File: src/rtl/traffic_pkg.sv
// Shared light encoding, intersection phase codes and the light decode helper.
package traffic_pkg;

  typedef enum logic [1:0] {
    RED    = 2'd0,
    GREEN  = 2'd1,
    YELLOW = 2'd2
  } light_t;

  typedef enum logic [2:0] {
    NS_GREEN  = 3'd0,
    NS_YELLOW = 3'd1,
    ALL_RED_A = 3'd2,
    PED_WALK  = 3'd3,
    EW_GREEN  = 3'd4,
    EW_YELLOW = 3'd5,
    ALL_RED_B = 3'd6
  } phase_t;

  typedef enum logic {
    ROAD_NS = 1'b0,
    ROAD_EW = 1'b1
  } road_t;

  function automatic light_t light_of(input phase_t p, input road_t r);
    light_t l;
    l = RED;
    if (r == ROAD_NS) begin
      if (p == NS_GREEN)       l = GREEN;
      else if (p == NS_YELLOW) l = YELLOW;
    end else begin
      if (p == EW_GREEN)       l = GREEN;
      else if (p == EW_YELLOW) l = YELLOW;
    end
    return l;
  endfunction

endpackage

File: src/rtl/intersection_ctrl_if.sv
// Request inputs and signal-head outputs of the intersection controller.
interface intersection_ctrl_if #(
  parameter int CW = 8
);
  logic          ew_car_req;
  logic          ped_btn;
  logic [1:0]    ns_light;
  logic [1:0]    ew_light;
  logic          walk;
  logic [2:0]    phase;
  logic [CW-1:0] time_left;

  modport master (
    input  ew_car_req, ped_btn,
    output ns_light, ew_light, walk, phase, time_left
  );

  modport slave (
    output ew_car_req, ped_btn,
    input  ns_light, ew_light, walk, phase, time_left
  );
endinterface

File: src/rtl/intersection_ctrl_timer.sv
// Loadable down-counter that holds at zero; load has priority over counting.
module phase_timer #(
  parameter int CW = 8
) (
  input  logic          clk,
  input  logic          load,
  input  logic [CW-1:0] load_val,
  output logic [CW-1:0] count,
  output logic          zero
);

  assign zero = (count == '0);

  always_ff @(posedge clk) begin
    if (load)       count <= load_val;
    else if (!zero) count <= count - 1'b1;
  end

endmodule

File: src/rtl/intersection_ctrl.sv
// Two-road phase scheduler: NS main road, EW side road, pedestrian walk,
// with latched side-road and pedestrian demand and embedded safety checks.
module intersection_ctrl
  import traffic_pkg::*;
#(
  parameter int MIN_GREEN    = 16,
  parameter int MAX_GREEN    = 48,
  parameter int YELLOW_TIME  = 4,
  parameter int ALL_RED_TIME = 2,
  parameter int WALK_TIME    = 8,
  parameter int CW           = 8
) (
  input  logic                clk,
  input  logic                reset,
  intersection_ctrl_if.master bus
);

  localparam logic [CW-1:0] GREEN_LOAD  = CW'(MAX_GREEN - 1);
  localparam logic [CW-1:0] YELLOW_LOAD = CW'(YELLOW_TIME - 1);
  localparam logic [CW-1:0] AR_LOAD     = CW'(ALL_RED_TIME - 1);
  localparam logic [CW-1:0] WALK_LOAD   = CW'(WALK_TIME - 1);
  localparam logic [CW-1:0] REST_LIMIT  = CW'(MAX_GREEN - MIN_GREEN);
  localparam logic [15:0]   RESP_BOUND  =
    16'(2 * MAX_GREEN + WALK_TIME + 2 * (YELLOW_TIME + ALL_RED_TIME));

  phase_t        state, next_state;
  logic          ew_pend, ped_pend;
  logic          ew_pend_eff, ped_pend_eff;
  logic          timer_load, timer_zero;
  logic [CW-1:0] timer, timer_load_val;
  logic [15:0]   ew_wait;

  // Demand seen this cycle includes a request arriving now, so a press
  // ends a resting NS green one cycle earlier than waiting for the latch.
  assign ew_pend_eff  = ew_pend  | (bus.ew_car_req && state != EW_GREEN);
  assign ped_pend_eff = ped_pend | (bus.ped_btn    && state != PED_WALK);

  function automatic logic [CW-1:0] load_for(input phase_t p);
    logic [CW-1:0] v;
    case (p)
      NS_GREEN, EW_GREEN:   v = GREEN_LOAD;
      NS_YELLOW, EW_YELLOW: v = YELLOW_LOAD;
      PED_WALK:             v = WALK_LOAD;
      default:              v = AR_LOAD;
    endcase
    return v;
  endfunction

  always_ff @(posedge clk) begin
    if (reset) state <= ALL_RED_B;
    else       state <= next_state;
  end

  always_comb begin
    next_state = state;
    case (state)
      NS_GREEN:
        if ((ew_pend_eff || ped_pend_eff) && timer <= REST_LIMIT) next_state = NS_YELLOW;
      NS_YELLOW:
        if (timer_zero) next_state = ALL_RED_A;
      ALL_RED_A:
        if (timer_zero) next_state = ped_pend_eff ? PED_WALK : EW_GREEN;
      PED_WALK:
        if (timer_zero) next_state = ew_pend_eff ? EW_GREEN : ALL_RED_B;
      EW_GREEN:
        if (timer_zero || (!bus.ew_car_req && timer <= REST_LIMIT)) next_state = EW_YELLOW;
      EW_YELLOW:
        if (timer_zero) next_state = ALL_RED_B;
      ALL_RED_B:
        if (timer_zero) next_state = NS_GREEN;
      default:
        next_state = ALL_RED_B;
    endcase
  end

  always_comb begin
    bus.ns_light  = light_of(state, ROAD_NS);
    bus.ew_light  = light_of(state, ROAD_EW);
    bus.walk      = (state == PED_WALK);
    bus.phase     = state;
    bus.time_left = timer;
  end

  // Reset reuses the load path so the timer needs no reset of its own.
  always_comb begin
    timer_load     = reset || (next_state != state);
    timer_load_val = reset ? AR_LOAD : load_for(next_state);
  end

  phase_timer #(.CW(CW)) u_timer (
    .clk      (clk),
    .load     (timer_load),
    .load_val (timer_load_val),
    .count    (timer),
    .zero     (timer_zero)
  );

  always_ff @(posedge clk) begin
    if (reset) begin
      ew_pend  <= 1'b0;
      ped_pend <= 1'b0;
    end else begin
      ew_pend  <= (next_state == EW_GREEN && state != EW_GREEN) ? 1'b0 : ew_pend_eff;
      ped_pend <= (next_state == PED_WALK && state != PED_WALK) ? 1'b0 : ped_pend_eff;
    end
  end

  // Cycles a continuously held side-road request has waited for its green.
  always_ff @(posedge clk) begin
    if (reset || !bus.ew_car_req || state == EW_GREEN) ew_wait <= '0;
    else if (ew_wait != '1)                            ew_wait <= ew_wait + 1'b1;
  end

  a_green_excl: assert property (@(posedge clk) disable iff (reset)
    !(bus.ns_light != RED && bus.ew_light != RED));
  a_walk_red:   assert property (@(posedge clk) disable iff (reset)
    bus.walk |-> (bus.ns_light == RED && bus.ew_light == RED));
  a_light_code: assert property (@(posedge clk) disable iff (reset)
    bus.ns_light != 2'd3 && bus.ew_light != 2'd3);
  a_phase_code: assert property (@(posedge clk) disable iff (reset)
    bus.phase != 3'd7);
  a_timer_max:  assert property (@(posedge clk) disable iff (reset)
    bus.time_left <= GREEN_LOAD);
  a_ew_resp:    assert property (@(posedge clk) disable iff (reset)
    ew_wait <= RESP_BOUND);

endmodule

File: src/flat_wrapper.sv
// flat-port wrapper written by rule: the top's interface ports become plain ports
module intersection_ctrl_flat import traffic_pkg::*;
#(
  parameter int MIN_GREEN    = 16,
  parameter int MAX_GREEN    = 48,
  parameter int YELLOW_TIME  = 4,
  parameter int ALL_RED_TIME = 2,
  parameter int WALK_TIME    = 8,
  parameter int CW           = 8
)
  (clk, reset, bus_ew_car_req, bus_ped_btn, bus_ns_light, bus_ew_light, bus_walk, bus_phase, bus_time_left);
  intersection_ctrl_if #(.CW(CW)) bus_i ();
  input  logic clk;
  input  logic reset;
  input wire logic [$bits(bus_i.ew_car_req)-1:0] bus_ew_car_req;
  input wire logic [$bits(bus_i.ped_btn)-1:0] bus_ped_btn;
  output wire logic [$bits(bus_i.ns_light)-1:0] bus_ns_light;
  output wire logic [$bits(bus_i.ew_light)-1:0] bus_ew_light;
  output wire logic [$bits(bus_i.walk)-1:0] bus_walk;
  output wire logic [$bits(bus_i.phase)-1:0] bus_phase;
  output wire logic [$bits(bus_i.time_left)-1:0] bus_time_left;
  assign bus_i.ew_car_req = bus_ew_car_req;
  assign bus_i.ped_btn = bus_ped_btn;
  assign bus_ns_light = bus_i.ns_light;
  assign bus_ew_light = bus_i.ew_light;
  assign bus_walk = bus_i.walk;
  assign bus_phase = bus_i.phase;
  assign bus_time_left = bus_i.time_left;
  intersection_ctrl #(.MIN_GREEN(MIN_GREEN), .MAX_GREEN(MAX_GREEN), .YELLOW_TIME(YELLOW_TIME), .ALL_RED_TIME(ALL_RED_TIME), .WALK_TIME(WALK_TIME), .CW(CW)) u_core (.clk(clk), .reset(reset), .bus(bus_i));
endmodule
File: config.mk
export PLATFORM = sky130hd
export DESIGN_NAME = intersection_ctrl_flat
export DESIGN_NICKNAME = d
export VERILOG_FILES = /design/src/rtl/traffic_pkg.sv /design/src/rtl/intersection_ctrl_if.sv /design/src/rtl/intersection_ctrl_timer.sv /design/src/rtl/intersection_ctrl.sv /design/src/flat_wrapper.sv
export SDC_FILE = /design/constraint.sdc
export NUM_CORES = 1
export LEC_CHECK = 0
export ABC_AREA = 1
export BUFFER_PORTS_ARGS = -buffer_cell sky130_fd_sc_hd__buf_2
export CAP_MARGIN = 20
export CORE_MARGIN = 10
export CORE_UTILIZATION = 58
export DETAILED_ROUTE_END_ITERATION = 8
export PLACE_DENSITY_LB_ADDON = 0.05
export SYNTH_ARGS = -nofsm -noshare
export SYNTH_HDL_FRONTEND = slang
export SYNTH_SLANG_ARGS = --single-unit
File: constraint.sdc
create_clock -name clk -period 5.2 [get_ports clk]
set_input_delay 1.3 -clock clk [delete_from_list [all_inputs] [get_ports clk]]
set_output_delay 1.3 -clock clk [all_outputs]
set_load 0.01 [all_outputs]
After elaboration in Yosys (flattened, before gate mapping)
Cells that the tools add are included.

Register bits after elaboration: 13. Bits in latches: 0. RAM bits: 0. Bits in read-only memories: 0. Input port bits: 4. Output and inout port bits: 16. Logic and storage cells: 57. Memories: 0.

Add/sub/neg operators: 1. $mul: 0. Div/mod/pow operators: 0. Order comparisons: 1. Equal/unequal tests: 14. Shift operators: 0. Muxes and demuxes: 18. Bitwise operators: 2. Reductions and logical operators: 17.

Operators by type and width (count): 3-bit 2-to-1 mux (8); 3-bit one-hot mux with 7 select lines (1); 6-bit one-hot mux with 3 select lines (1); 8-bit 2-to-1 mux (2); 3-bit == test (second input constant) (5); 2-bit 2-to-1 mux (5); 3-bit by 2-bit == test with 1-bit output (second input constant) (3); 8-bit by 6-bit less-or-equal comparator with 1-bit output (second input constant) (1); 8-bit logical NOT (1); 2-bit OR reduction (4); 8-bit by 1-bit subtractor with 8-bit output (second input constant) (1); 3-bit by 1-bit == test with 1-bit output (second input constant) (2); 1-bit logical AND (6); 3-bit logical NOT (2); 6-bit 2-to-1 mux (1); 1-bit logical OR (3); 3-bit by 2-bit inequality test with 1-bit output (second input constant) (1); 3-bit inequality test (1); 3-bit inequality test (second input constant) (1); 2-bit by 1-bit inequality test with 1-bit output (second input constant) (1); 1-bit OR (2); 1-bit logical NOT (1).

Logic depth before layout (Yosys ltp)
Gate-level depths: netlist of the first run.

Depth in word-level cells: 12. Gate-level depth with buffers: 15. Depth with buffers taken out: 14.

Cells and area by module
From an unflattened synthesis of the first run, not the netlist that was laid out.

Cells, all modules: 155. Area, all modules: 1053.5 um^2.

Modules (own cells, without submodules): intersection_ctrl (times used 1, cells an instance 91, area each 539.3 um^2, sequential area each 100.1 um^2); phase_timer (times used 1, cells an instance 64, area each 514.2 um^2, sequential area each 240.2 um^2).

Worst setup path after synthesis of the first run
No wires, ideal clock.

Path kind: input to register. From: in bus_ped_btn. To: reg u_core.u_timer.count[0] (enable). Setup time: 0.329 ns. Data arrival time: 2.200 ns. Required time: 4.871 ns. Path slack: 2.671 ns. Cell stages on the path: 9. Buffers on the path: 0. Path through: nand2_1 nand2_2 nor2_1 nor2_1 nor2_2 nand3_1 nand4_4 inv_2 nand2_1.

Word-level cells in the longest chain between the ends: 9. Elaborated cells between the ends (all ways): 11. Classes of those cells: 2 x eq/ne; 4 x mux; 1 x bitwise; 4 x reduce/logical.

Ends and longest elaborated chain: from (decl) (line flat_wrapper.sv:16) `input wire logic [$bits(bus_i.ped_btn)-1:0] bus_ped_btn;`; 1-bit logical AND * (line intersection_ctrl.sv:36) `assign ped_pend_eff = ped_pend | (bus.ped_btn && state != PED_WALK);`; 1-bit OR * (line intersection_ctrl.sv:36); 1-bit logical OR (line intersection_ctrl.sv:58) `if ((ew_pend_eff || ped_pend_eff) && timer <= REST_LIMIT) next_state = NS_YELLOW;`; 1-bit logical AND (line intersection_ctrl.sv:58); 3-bit 2-to-1 mux (line intersection_ctrl.sv:58); 3-bit one-hot mux with 7 select lines * (line intersection_ctrl.sv:56) `case (state)`; 3-bit inequality test * (line intersection_ctrl.sv:86) `timer_load = reset || (next_state != state);`; 1-bit logical OR * (line intersection_ctrl.sv:86); 2-bit by 1-bit inequality test with 1-bit output (no line) *; to (signal assigned) (line intersection_ctrl_timer.sv:15) `if (load) count <= load_val;`; to (signal assigned) (line intersection_ctrl_timer.sv:16) `else if (!zero) count <= count - 1'b1;`; to (decl) (line intersection_ctrl_timer.sv:8) `output logic [CW-1:0] count,`.

Every way passes the cells marked *; elsewhere a longest branch is shown, timed or not. A chain may end at the register's enable or synchronous reset.

Worst setup path after layout of the first run
From: reg u_core.state[1] (netlist: u_core.bus.phase[1]). To: out bus_ns_light[1].

Word-level cells in the longest chain between the ends: 3. Elaborated cells between the ends (all ways): 4. Classes of those cells: 1 x eq/ne; 2 x mux; 1 x reduce/logical.

Ends and longest elaborated chain: from (decl) (line intersection_ctrl.sv:26) `phase_t state, next_state;`; from (signal assigned) (line intersection_ctrl.sv:51) `else state <= next_state;`; 3-bit by 1-bit == test with 1-bit output (line traffic_pkg.sv:30) `else if (p == NS_YELLOW) l = YELLOW;`; 2-bit 2-to-1 mux (line traffic_pkg.sv:30); 2-bit 2-to-1 mux * (line traffic_pkg.sv:29) `if (p == NS_GREEN) l = GREEN;`; to (decl) (line flat_wrapper.sv:17) `output wire logic [$bits(bus_i.ns_light)-1:0] bus_ns_light;`.

Marked as above.

==> impl_metrics.yaml, run 1 <==
routing:
  drt_iter0_drc: 49
  firstDrtPassIters: 4
  drc: 0
  drt-total-wl_um: 2430
  wl_per_cell_um: 12.0
  final_antenna_net_count: 0
  vias: 1037
  drt-vias-per-instance: 5.13
synth:
  synth_top_area_share: 0.224
  yosys.area.top_type: "edfxtp_1"
  synth_compound_area_frac: 0.0584
  yosysWarnings: 0
  synthTopCellsByArea: "edfxtp_1 (22%), nand2_1 (15%), dfxtp_1 (9.3%)"
  yosysUniqueCellTypes: 24
  synth-seq-cells: 13
  ys_seq_area_frac: 0.318
  synth_nets: 162
  synth_xor_xnor_area_share: 0.0409
  synthSimpleGateAreaFrac: 0.454
  synthAdderAreaFrac: 0.0234
  syn-instance-count: 156
  netlist_area_um2: 1070
  syn_avg_cell_area_um2: 6.87
  muxShareOfSynthArea: 0
  synth_top_family_by_area: "simple AND/OR/NAND/NOR gates"
global_routing:
  grt_overflow: 0
  grt_pass1_wl_um: 4100
  first_global_vias: 918
  grt_start_max_net_pins: 11
  grt_busiest_layer: "met2"
  antenna_found_initial: 0
  met2_usage: 0.188
  grt.total_usage: 0.124
  use_met1: 0.159
  grtUsageMet3: 0.0394
die:
  core_area_um2: 1750
  row_count: 15
  start_util: 0.614
  die_w_um: 63.0
  die_h_um: 63.0
  die-area_um2: 3970
  io_pins: 20
clock_network:
  numCtsBuffers: 3
  cts_root_buffer: "clkbuf_4"
  postCtsHoldBufs: 0
  cts_resized: 0
  post-cts-setup-buffers: 0
  htreeDepth: 1
  path_clk_slew_ps: 80
  cts_tree: "done"
  insertion_delay_ps: 270
  clock-sinks: 13
  cts_buffer_depth: 2
power:
  p_int_uw: 342
  p_sw_uw: 366
  pwr-share-comb: 0.630
  p_leak_uw: 0.000663
  power.density_nw_per_um2: 587
  seq_power_share: 0.282
  irDropWorstVdd_v: 0.000384
  switching_share: 0.516
  clkPwrFrac: 0.088
finish:
  seqCellArea_um2: 340
  area_growth_syn_to_layout_pct: 12.5
  final_cell_mix: "nand2_1 (44), inv_1 (20), buf_2 (19)"
  drive_gt1_frac: 0.271
  stdcell_count: 202
  fillers: 159
  insertedDiodeCount: 0
  multi_input_area_um2: 618
  final_common_cell: "nand2_1"
  final_net_count: 184
timing:
  grt_setup_unrepaired: "false"
  hold_viol_final: 0
  report.final.slew_viol_count: 0
  timing.fmax_mhz: 389
  period_minus_slack_ps: 2570
  setup-tns-final_ps: 0
  setup_viol: 0
  fin_crit_sh: 0.494
  skew_ps: 4.94
  worst_slew_pin_slew_ps: 334
  maxSlewHeadroom: 0.776
  timing.hold.ws_ps: 519
worst_setup_path:
  critPathArrivalTime_ps: 1270
  cp.required_ps: 3900
  cpPeakStageDelay_ps: 520
  endpoint_kind: "output pin"
  critPathSlowestCell: "dfxtp_1"
  crit_type: "reg2out"
  path_cells: "inv_1, nand2_1, nor2_1, buf_2"
  cp_max_fo: 10
  cp-start-kind: "register"
placement:
  dp_cells: 198
  dp_hpwl_um: 2000
  gp_congestion: 0.862
  numPortBuffers: 19
status:
  status: "complete, no violations"
flow_run:
  drv_cap: 0
hold_path:
  hold_class: "reg2reg"
sequential cells by signal (all words and copies together), names as in the netlist:
register,flops
u_core.u_timer.count,8
u_core.bus.phase,3
u_core.ew_pend,1
u_core.ped_pend,1
worst max-delay path, delay by kind of cell (launching register included):
| kind | cells | cell delay [ps] |
|---|---|---|
| flops | 1 | 520 |
| buf+inv | 2 | 310 |
| simple gates | 2 | 170 |
kinds of logic after synthesis:
logic type	count (synthesis)
buffers and inverters	27
adder cells (fa/ha/maj)	2
AO/OA/AOI/OAI	11
AND/OR/NAND/NOR	98
XOR/XNOR	5
flip-flops	13
area by class of cell:
cell class,instances,share of cell area
inverter,25,0.0779
multi-input combinational,116,0.513
timing repair buffer,19,0.0789
sequential,13,0.282
tap,25,0.0260
clock buffer,4,0.0218
Yosys cell counts:
cell type  instances
a21oi_1            6
a21oi_2            2
buf_4              1
buf_6              1
dfxtp_1            5
edfxtp_1           8
ha_1               2
inv_1             20
inv_2              5
nand2_1           44
nand2_2            7
nand2_4            2
nand3_1           15
nand3_2            3
nand4_1            2
nand4_4            1
nor2_1            17
nor2_2             4
nor2_4             2
nor3_1             1
o21ai_0            2
o21ai_1            1
xnor2_1            1
xor2_1             4
stage by stage:
step / setup WS [ps] / utilization / cell area [um2] / total power (uW)
final: 2630 / 0.690 / 1200 / 708
after global routing: 2520 / 0.690 / 1200 / 777
after CTS: 2640 / 0.690 / 1200 / 710
after detailed placement: 2380 / 0.675 / 1180 / 645
after global placement: 2410 / 0.675 / 1180 / 635
after floorplan: 2670 / - / 1070 / 547
power groups by stage:
stage / sequential, uW / clock [uW] / combinational (uW)
2_1_floorplan: 203 / 0 / 344
3_3_place_gp: 199 / 0 / 436
3_5_place_dp: 201 / 0 / 444
4_1_cts: 199 / 64.7 / 447
5_1_grt: 206 / 71.2 / 500
6_report: 200 / 62.2 / 446
metal layers:
layer / part of all wire / vias up
li1: - / 535
met1: 0.46 / 465
met2: 0.45 / 32
met3: 0.076 / 5
met4: 0.013 / 0
met5: 0 / -
final timing paths:
check | endpoint | startpoint | slack [ps] | depth (start not counted)
max | bus_ns_light[1] | u_core.bus.phase[1] | 2630 | 4
min | u_core.ped_pend | u_core.ped_pend | 520 | 2
max reg2reg | u_core.u_timer.count[2] | u_core.u_timer.count[0] | 2860 | 12
min reg2reg | u_core.ped_pend | u_core.ped_pend | 520 | 2
(Power assumes the default switching activity.)
==> inputs of run 2 (changes only) <==
--- a/config.mk
+++ b/config.mk
@@ -8,8 +8,9 @@
 export ABC_AREA = 1
 export BUFFER_PORTS_ARGS = -buffer_cell sky130_fd_sc_hd__buf_2
 export CAP_MARGIN = 20
+export CORE_ASPECT_RATIO = 1.5
 export CORE_MARGIN = 10
-export CORE_UTILIZATION = 58
+export CORE_UTILIZATION = 49
 export DETAILED_ROUTE_END_ITERATION = 8
 export PLACE_DENSITY_LB_ADDON = 0.05
 export SYNTH_ARGS = -nofsm -noshare
==> constraint.sdc (replaced) <==
create_clock -name clk -period 2.1 [get_ports clk]
set_input_delay 0.525 -clock clk [delete_from_list [all_inputs] [get_ports clk]]
set_output_delay 0.525 -clock clk [all_outputs]
set_load 0.01 [all_outputs]
==> impl_metrics.yaml, run 2 (synthesis results as in run 1) <==
power:
  power.density_nw_per_um2: 1470
  irDropWorstVdd_v: 0.000673
  p_leak_uw: 0.000802
  design_power_total_uw: 2130
worst_setup_path:
  crit_top_cell: "nand2_1"
  critPathBufInv: 2
  path_delay_family: "simple AND/OR/NAND/NOR gates"
  worstSetupPathDepth: 12
  reg2reg_to: "u_core.u_timer.count[5]"
  path_cells: "inv_2, ha_4, nand2_4, nor2_4, o21ai_0, nand2_1, nand3_2, nor2_2, nand4_4, buf_4, nand2_2, nand2_1"
  crit_type: "reg2reg"
  critPathArrivalTime_ps: 2080
  critPathSlowestCell: "edfxtp_1"
  setup.worst_path.end: "u_core.u_timer.count[5]"
  cp_max_fo: 6
  r2r_slack_ps: 70
  cpPeakStageDelay_ps: 410
  cp.required_ps: 2150
  cp-start-kind: "register"
  r2r-start: "u_core.u_timer.count[1]"
  worst-r2r-cell-count: 12
  crit_path_start: "u_core.u_timer.count[1]"
  endpoint_kind: "register"
finish:
  area_growth_syn_to_layout_pct: 35.5
  largest_reg_flops: 8
  finish.utilization: 0.707
  final_common_cell: "nand2_1"
  drive_gt1_frac: 0.423
  final_net_count: 208
  insertedDiodeCount: 0
  top_register: "u_core.u_timer.count"
  final_cell_mix: "nand2_1 (42), buf_4 (22), buf_2 (19)"
  fillers: 183
  finalInstanceArea_um2: 1450
hold_path:
  hold_class: "in2reg"
timing:
  setup_viol: 0
  hold_viol_final: 0
  worst_slew_pin_slew_ps: 320
  timing.fmax_mhz: 493
  maxSlewHeadroom: 0.785
  skew_ps: 1.53
  layout_setup_ws_ps: 72.0
  report.final.slew_viol_count: 0
  fin_crit_sh: 0.966
  period_minus_slack_ps: 2030
clock_network:
  numCtsBuffers: 3
  cts_tree: "done"
  path_clk_slew_ps: 80
  insertion_delay_ps: 290
  clock-sinks: 13
  postCtsHoldBufs: 0
  htreeDepth: 1
  cts_buffer_depth: 2
  cts_root_buffer: "clkbuf_4"
die:
  die-area_um2: 4490
  io_pins: 20
  core_area_um2: 2050
  start_util: 0.522
  row_count: 20
  die_h_um: 77.3
  die_w_um: 58.2
placement:
  numPortBuffers: 19
  gp_congestion: 0.884
  dp_hpwl_um: 2250
  placedInstanceArea_um2: 1290
  post-place-ws_ps: -13.9
routing:
  firstDrtPassIters: 4
  met1_length_um: 1050
  top_layer_used: "met4"
  vias: 1146
  drt-vias-per-instance: 5.14
  final_antenna_net_count: 0
  wl_per_cell_um: 12.7
  routed-wl-met3_um: 86
  drt-total-wl_um: 2840
  drt_iter0_drc: 36
  wl_met2_um: 1580
  drc: 0
flow_run:
  drv_cap: 0
global_routing:
  first_global_vias: 1108
  grt_start_max_net_pins: 11
  antenna_found_initial: 0
  grt_overflow: 0
  grt.total_usage: 0.127
  grt_pass1_wl_um: 4650
status:
  status: "complete, no violations"
## run 2: metrics by stage
| step | hold WS (ps) | instances | TNS (ps) |
|---|---|---|---|
| after floorplan | 475 | 156 | 0 |
| after global placement | 495 | 210 | 0 |
| after detailed placement | 501 | 210 | -101 |
| after CTS | 520 | 215 | 0 |
| after global routing | 536 | 223 | -27.7 |
| final | 514 | 223 | 0 |
## run 2: final cells by class
type                    instances  area (um2)  share of cell area
clock buffers                   4        26.3              0.0181
inverters                      25        96.3              0.0664
flip-flops and latches         13         342               0.235
multi-input cells             116         677               0.466
well taps                      22        27.5              0.0190
repair buffers                 43         283               0.195
## run 2: layer usage
layer  up-vias  global-route usage
met1       524               0.123
met2        24               0.226
li1        585                   -
met4         0              0.0778
met5         -                   0
met3        13              0.0329
## run 2: worst min-delay path by stage
stage                               start         endpoint  slack [ps]  cells past startpoint
after CTS                 u_core.ped_pend  u_core.ped_pend         520                      2
after global placement    u_core.ped_pend  u_core.ped_pend         490                      2
after detailed placement  u_core.ped_pend  u_core.ped_pend         500                      2
after floorplan           u_core.ped_pend  u_core.ped_pend         480                      2
after global routing          bus_ped_btn  u_core.ped_pend         540                      3
final                         bus_ped_btn  u_core.ped_pend         510                      3
## run 2: report_power, final
part           total, uW  switching, uW  internal, uW
Sequential           475           81.5           393
Clock                163           88.8          74.1
Combinational       1490            863           629
Total               2130           1030          1100
## run 2: worst reg2reg max path, cell delays in order (launching register included)
cell and delay (ps):
edfxtp_1 410, inv_2 100, ha_4 150, nand2_4 70, nor2_4 170, o21ai_0 110, nand2_1 120, nand3_2 90
nor2_2 140, nand4_4 130, buf_4 170, nand2_2 60, nand2_1 60
## run 2: timing repair
item,CTS,global route
pin swaps,4,8
buffers inserted,1,8
endpoints found under the setup margin,8,17
resized for setup,2,19
